**config.mk**
```make
export PLATFORM = sky130hd
export DESIGN_NAME = ob_drain_serializer
export DESIGN_NICKNAME = d
export VERILOG_FILES = /design/src/rtl/ob_drain_serializer.sv
export SDC_FILE = /design/constraint.sdc
export NUM_CORES = 1
export LEC_CHECK = 0
export ABC_CLOCK_PERIOD_IN_PS = 3470
export CAP_MARGIN = 40
export CORE_MARGIN = 3
export CORE_UTILIZATION = 45
export DETAILED_ROUTE_END_ITERATION = 7
export PLACE_DENSITY = 0.74
export REMOVE_ABC_BUFFERS = 1
export SLEW_MARGIN = 20
export SYNTH_ARGS = -nofsm -noshare
export SYNTH_HDL_FRONTEND = slang
export SYNTH_SLANG_ARGS = --single-unit
```
**constraint.sdc**
```tcl
create_clock -name clk_i -period 3.47 [get_ports clk_i]
set_input_delay 0.694 -clock clk_i [delete_from_list [all_inputs] [get_ports clk_i]]
set_output_delay 0.694 -clock clk_i [all_outputs]
set_load 0.03 [all_outputs]
```
**src/rtl/ob_drain_serializer.sv**
```systemverilog
// ob_drain_serializer: drains rows of an output buffer and serializes each row lane-by-lane onto a valid/ready stream.
// Optional feature macro: OB_DRAIN_CHECKSUM_EN adds checksum_o (running sum of transferred elements).
// Ports:
//   clk_i, rstn_async_i           clock, asynchronous active-low reset
//   start_i, base_addr_i, num_rows_i  drain request, first row, row count (sampled in IDLE only)
//   ob_mem_cenb_o/wenb_o/addr_o   read-only memory port (active-low enables), one-cycle read latency
//   ob_mem_data_i                 row read data, lane 0 in the LSBs
//   data_o, valid_o, ready_i, last_o  element stream
//   busy_o, done_o                status, done_o pulses one cycle at the end of a drain
module ob_drain_serializer #(
  parameter int WIDTH  = 16,
  parameter int COL    = 4,
  parameter int O_SIZE = 256,
  localparam int AW = $clog2(O_SIZE),
  localparam int CW = AW + 1,
  localparam int LW = (COL > 1) ? $clog2(COL) : 1
) (
  input  logic                 clk_i,
  input  logic                 rstn_async_i,
  input  logic                 start_i,
  input  logic [AW-1:0]        base_addr_i,
  input  logic [CW-1:0]        num_rows_i,
  output logic                 ob_mem_cenb_o,
  output logic                 ob_mem_wenb_o,
  output logic [AW-1:0]        ob_mem_addr_o,
  input  logic [COL*WIDTH-1:0] ob_mem_data_i,
  output logic [WIDTH-1:0]     data_o,
  output logic                 valid_o,
  input  logic                 ready_i,
  output logic                 last_o,
  output logic                 busy_o,
`ifdef OB_DRAIN_CHECKSUM_EN
  output logic [WIDTH-1:0]     checksum_o,
`endif
  output logic                 done_o
);
  typedef enum logic [2:0] {IDLE, READ, CAPTURE, EMIT, DONE} state_t;
  state_t state_q, state_d;
  logic [AW-1:0] base_q;
  logic [CW-1:0] nrows_q, row_cnt_q;
  logic [LW-1:0] lane_q;
  logic [COL-1:0][WIDTH-1:0] row_q;
  logic xfer, lane_last, last_row, accept;
  assign accept    = (state_q == IDLE) && start_i;
  assign xfer      = valid_o && ready_i;
  assign lane_last = lane_q == LW'(COL - 1);
  assign last_row  = row_cnt_q == nrows_q - CW'(1);
  // Address wraps naturally because O_SIZE is a power of two.
  assign ob_mem_addr_o = base_q + row_cnt_q[AW-1:0];
  assign ob_mem_cenb_o = state_q != READ;
  assign ob_mem_wenb_o = 1'b1;
  assign valid_o       = state_q == EMIT;
  assign data_o        = row_q[lane_q];
  assign last_o        = valid_o && lane_last && last_row;
  assign busy_o        = state_q != IDLE;
  assign done_o        = state_q == DONE;
  always_comb begin
    state_d = state_q;
    case (state_q)
      IDLE:    state_d = start_i ? ((num_rows_i == '0) ? DONE : READ) : IDLE;
      READ:    state_d = CAPTURE;
      CAPTURE: state_d = EMIT;
      EMIT:    state_d = (xfer && lane_last) ? (last_row ? DONE : READ) : EMIT;
      DONE:    state_d = IDLE;
      default: state_d = IDLE;
    endcase
  end
  always_ff @(posedge clk_i or negedge rstn_async_i) begin
    if (!rstn_async_i) begin
      state_q   <= IDLE;
      base_q    <= '0;
      nrows_q   <= '0;
      row_cnt_q <= '0;
      lane_q    <= '0;
      row_q     <= '0;
    end else begin
      state_q <= state_d;
      if (accept) begin
        base_q    <= base_addr_i;
        nrows_q   <= num_rows_i;
        row_cnt_q <= '0;
      end
      if (state_q == CAPTURE) begin
        row_q  <= ob_mem_data_i;
        lane_q <= '0;
      end
      if (xfer) begin
        lane_q <= lane_q + LW'(1);
        if (lane_last) row_cnt_q <= row_cnt_q + CW'(1);
      end
    end
  end
`ifdef OB_DRAIN_CHECKSUM_EN
  always_ff @(posedge clk_i or negedge rstn_async_i) begin
    if (!rstn_async_i) checksum_o <= '0;
    else if (accept) checksum_o <= '0;
    else if (xfer) checksum_o <= checksum_o + data_o;
  end
`endif
endmodule

```
==> results.toml <==
[status]
status = "completed"

[place]
place_area_um2 = 5930
dp.cells = 734
gp_congestion = 0.862
io_buffer_count = 113
hpwlAfterDp_um = 8000

[timing]
skew_ns = 0.0113
tightest_slew_ns = 0.732
hold_violations = 0
finalCritPeriodShare = 0.948
max_freq_ghz = 0.304
fin_tns_setup_ns = 0
relSlewSlack = 0.512
fin_crit_ns = 3.29
rsz0062_at_grt = "no"
maxSlewViolCount = 0
finalSetupViolations = 0

[drt]
totalWireLength_um = 10700
drt-initial-drc-count = 125
wire_per_inst_um = 14.3
postRouteAntennaNets = 0
vias = 3735
detail_route.first_pass.iterations = 4
drc = 0
vias_per_cell = 4.99

[flow_run]
cap_violations = 0

[global_routing]
grt_use_total = 0.196
antenna_found_initial = 0
top_usage_layer = "met2"
use_met1 = 0.260
grt_pass1_wl_um = 18100
grt_overflow = 0
use_met2 = 0.323
grt_pass1_vias = 3851
met3_usage = 0.0579
grt_max_degree = 55

[floorplan]
io_pins = 115
core_um2 = 9950
die_w_um = 108
die_h_um = 108
rows = 36
die_area_um2 = 11700
initial_core_util = 0.470

[layout]
n_antenna_cell = 0
design_area_um2 = 6140
fin_nets = 708
area_growth_pct = 31.1
final_cells = 748
drive_above_1_share = 0.0829

[synthesis]
synth_ff_type = "dfrtp_1"
ys_async_sr_fraction = 1.00
synth_edf_count = 0
synth_top_area_share = 0.508
yosys-top-cells-count = "254 x nand2_1, 95 x dfrtp_1, 18 x clkbuf_1"
synth_area_per_cell_um2 = 9.20
ys_types = 44
netlist_area_um2 = 4680
synthCells = 509
yosysTopAreaCell = "dfrtp_1"
yosysMostFrequentCell = "nand2_1"
yosysWarnings = 0
ys_seq_elements = 95
seq_area_frac_synth = 0.508
synth_area_leaders = "dfrtp_1 51%, nand2_1 20%, mux4_2 7.7%, ha_1 2.7%, xnor2_1 2.4%"

[critical_path]
worstSetupPathType = "reg2out"
cp_max_fo = 9
critPathSlowestCell = "clkdlybuf4s50_1"
critPathArrivalTime_ns = 2.60
rrSetupSlack_ns = 1.46
reg2reg_to = "row_cnt_q[8]$_DFF_PN0_"
crit_family = "buffers and inverters"
critPathBufInv = 1
endpoint_kind = "output port"
timing.rr.start = "lane_q[0]$_DFFE_PN0P_"
path_cells = "ha_1 -> a21oi_1 -> o21ai_0 -> nor2_1 -> xnor2_1 -> clkdlybuf4s50_1"
worst_setup_path_start_kind = "register"
worstSetupStartpoint = "row_cnt_q[2]$_DFF_PN0_"
cp.required_ns = 2.78
r2r_cells = 6
slowest_delay_ns = 0.69

[clocking]
cts_buffers = 9
cts.path.max_buffers = 2
clkTransAtPathRegs_ns = 0.09
htreeDepth = 3
cts_sinks = 95
clock_latency_ns = 0.35
clock-root-buffer = "clkbuf_8"
tritoncts = "done"
cts_hold_buf = 0

[power_and_ir_drop]
p_leak_uw = 0.00297
cellPowerDensity_nw_per_um2 = 885
ir_drop_uv = 500

[hold_path]
hold_class = "in2async"
-- worst max-delay path by stage --
stage / endpoint / depth (start not counted)
5_1_grt: ob_mem_addr_o[5] / 7
3_3_place_gp: ob_mem_addr_o[7] / 7
2_1_floorplan: row_q[0]$_DFFE_PN0P_ / 3
4_1_cts: ob_mem_addr_o[4] / 8
6_report: ob_mem_addr_o[5] / 6
3_5_place_dp: ob_mem_addr_o[6] / 10
-- where the power goes --
part | total [uW] | internal [uW] | switching (uW)
Combinational | 2730 | 1240 | 1490
Sequential | 1920 | 1570 | 346
Clock | 783 | 420 | 363
Total | 5440 | 3240 | 2200
-- routing by layer --
metal  wire (um)  part of all wire  vias to the layer above
met5           0                 0                        -
met4          72            0.0067                        0
met3         730             0.068                        6
met2        5240              0.49                       96
met1        4670              0.44                     1791
li1            -                 -                     1842
-- stage by stage --
stage	utilization	hold slack [ns]	setup slack, ns	total power [uW]
floorplan	-	0.398	-0.692	3680
global placement	0.596	0.452	0.355	4630
detailed placement	0.596	0.457	0.305	4710
CTS	0.617	0.395	0.124	5510
global route	0.617	0.414	0.0297	5860
finish	0.617	0.386	0.180	5440
-- cells in the final DEF, fill, tap and decap left out, types with 7 or more instances in the layout --
cell type,count
nand2_1,254
clkdlybuf4s50_1,108
dfrtp_1,95
mux4_2,16
xnor2_1,13
nor2_1,12
ha_1,10
clkbuf_8,10
o21ai_0,9
buf_4,9
nand3_1,8
inv_1,7
xor2_1,7
-- flip-flops by register name, indices dropped and copies added (netlist names) --
| register | count |
|---|---|
| base_q | 8 |
| lane_q | 2 |
| nrows_q | 9 |
| row_cnt_q | 9 |
| row_q | 64 |
| state_q | 3 |
-- kinds of logic after synthesis --
group | after synthesis | synth area share
AO/OA/AOI/OAI | 28 | 0.0406
buffers and inverters | 37 | 0.0329
AND/OR/NAND/NOR | 297 | 0.264
flip-flops | 95 | 0.508
XOR/XNOR | 20 | 0.0374
adder cells (fa/ha/maj) | 11 | 0.0310
other | 1 | 0.000801
multiplexers | 20 | 0.0855
-- repair_timing --
item                       4_1_cts  5_1_grt
setup endpoints to repair        2        1
buffers inserted                 0        0
pin swaps                        0        0
gates resized for setup          2        1
-- area by class of cell --
class / instances / area, um2
repair buffers: 121 / 1200
clock buffers: 11 / 141
inverters: 8 / 31.3
flip-flops and latches: 95 / 2380
well taps: 133 / 166
clock inverters: 3 / 68.8
multi-input cells: 377 / 2160
fillers: 852 / 3810
-- worst reg2reg max path: stages (launching register included) --
cell      delay [ns]
dfrtp_1         0.60
ha_1            0.24
and3_1          0.38
nand4_4         0.14
or2_4           0.30
o211ai_2        0.17
o31ai_2         0.08
Note: power is estimated with default switching activity, not from simulation.
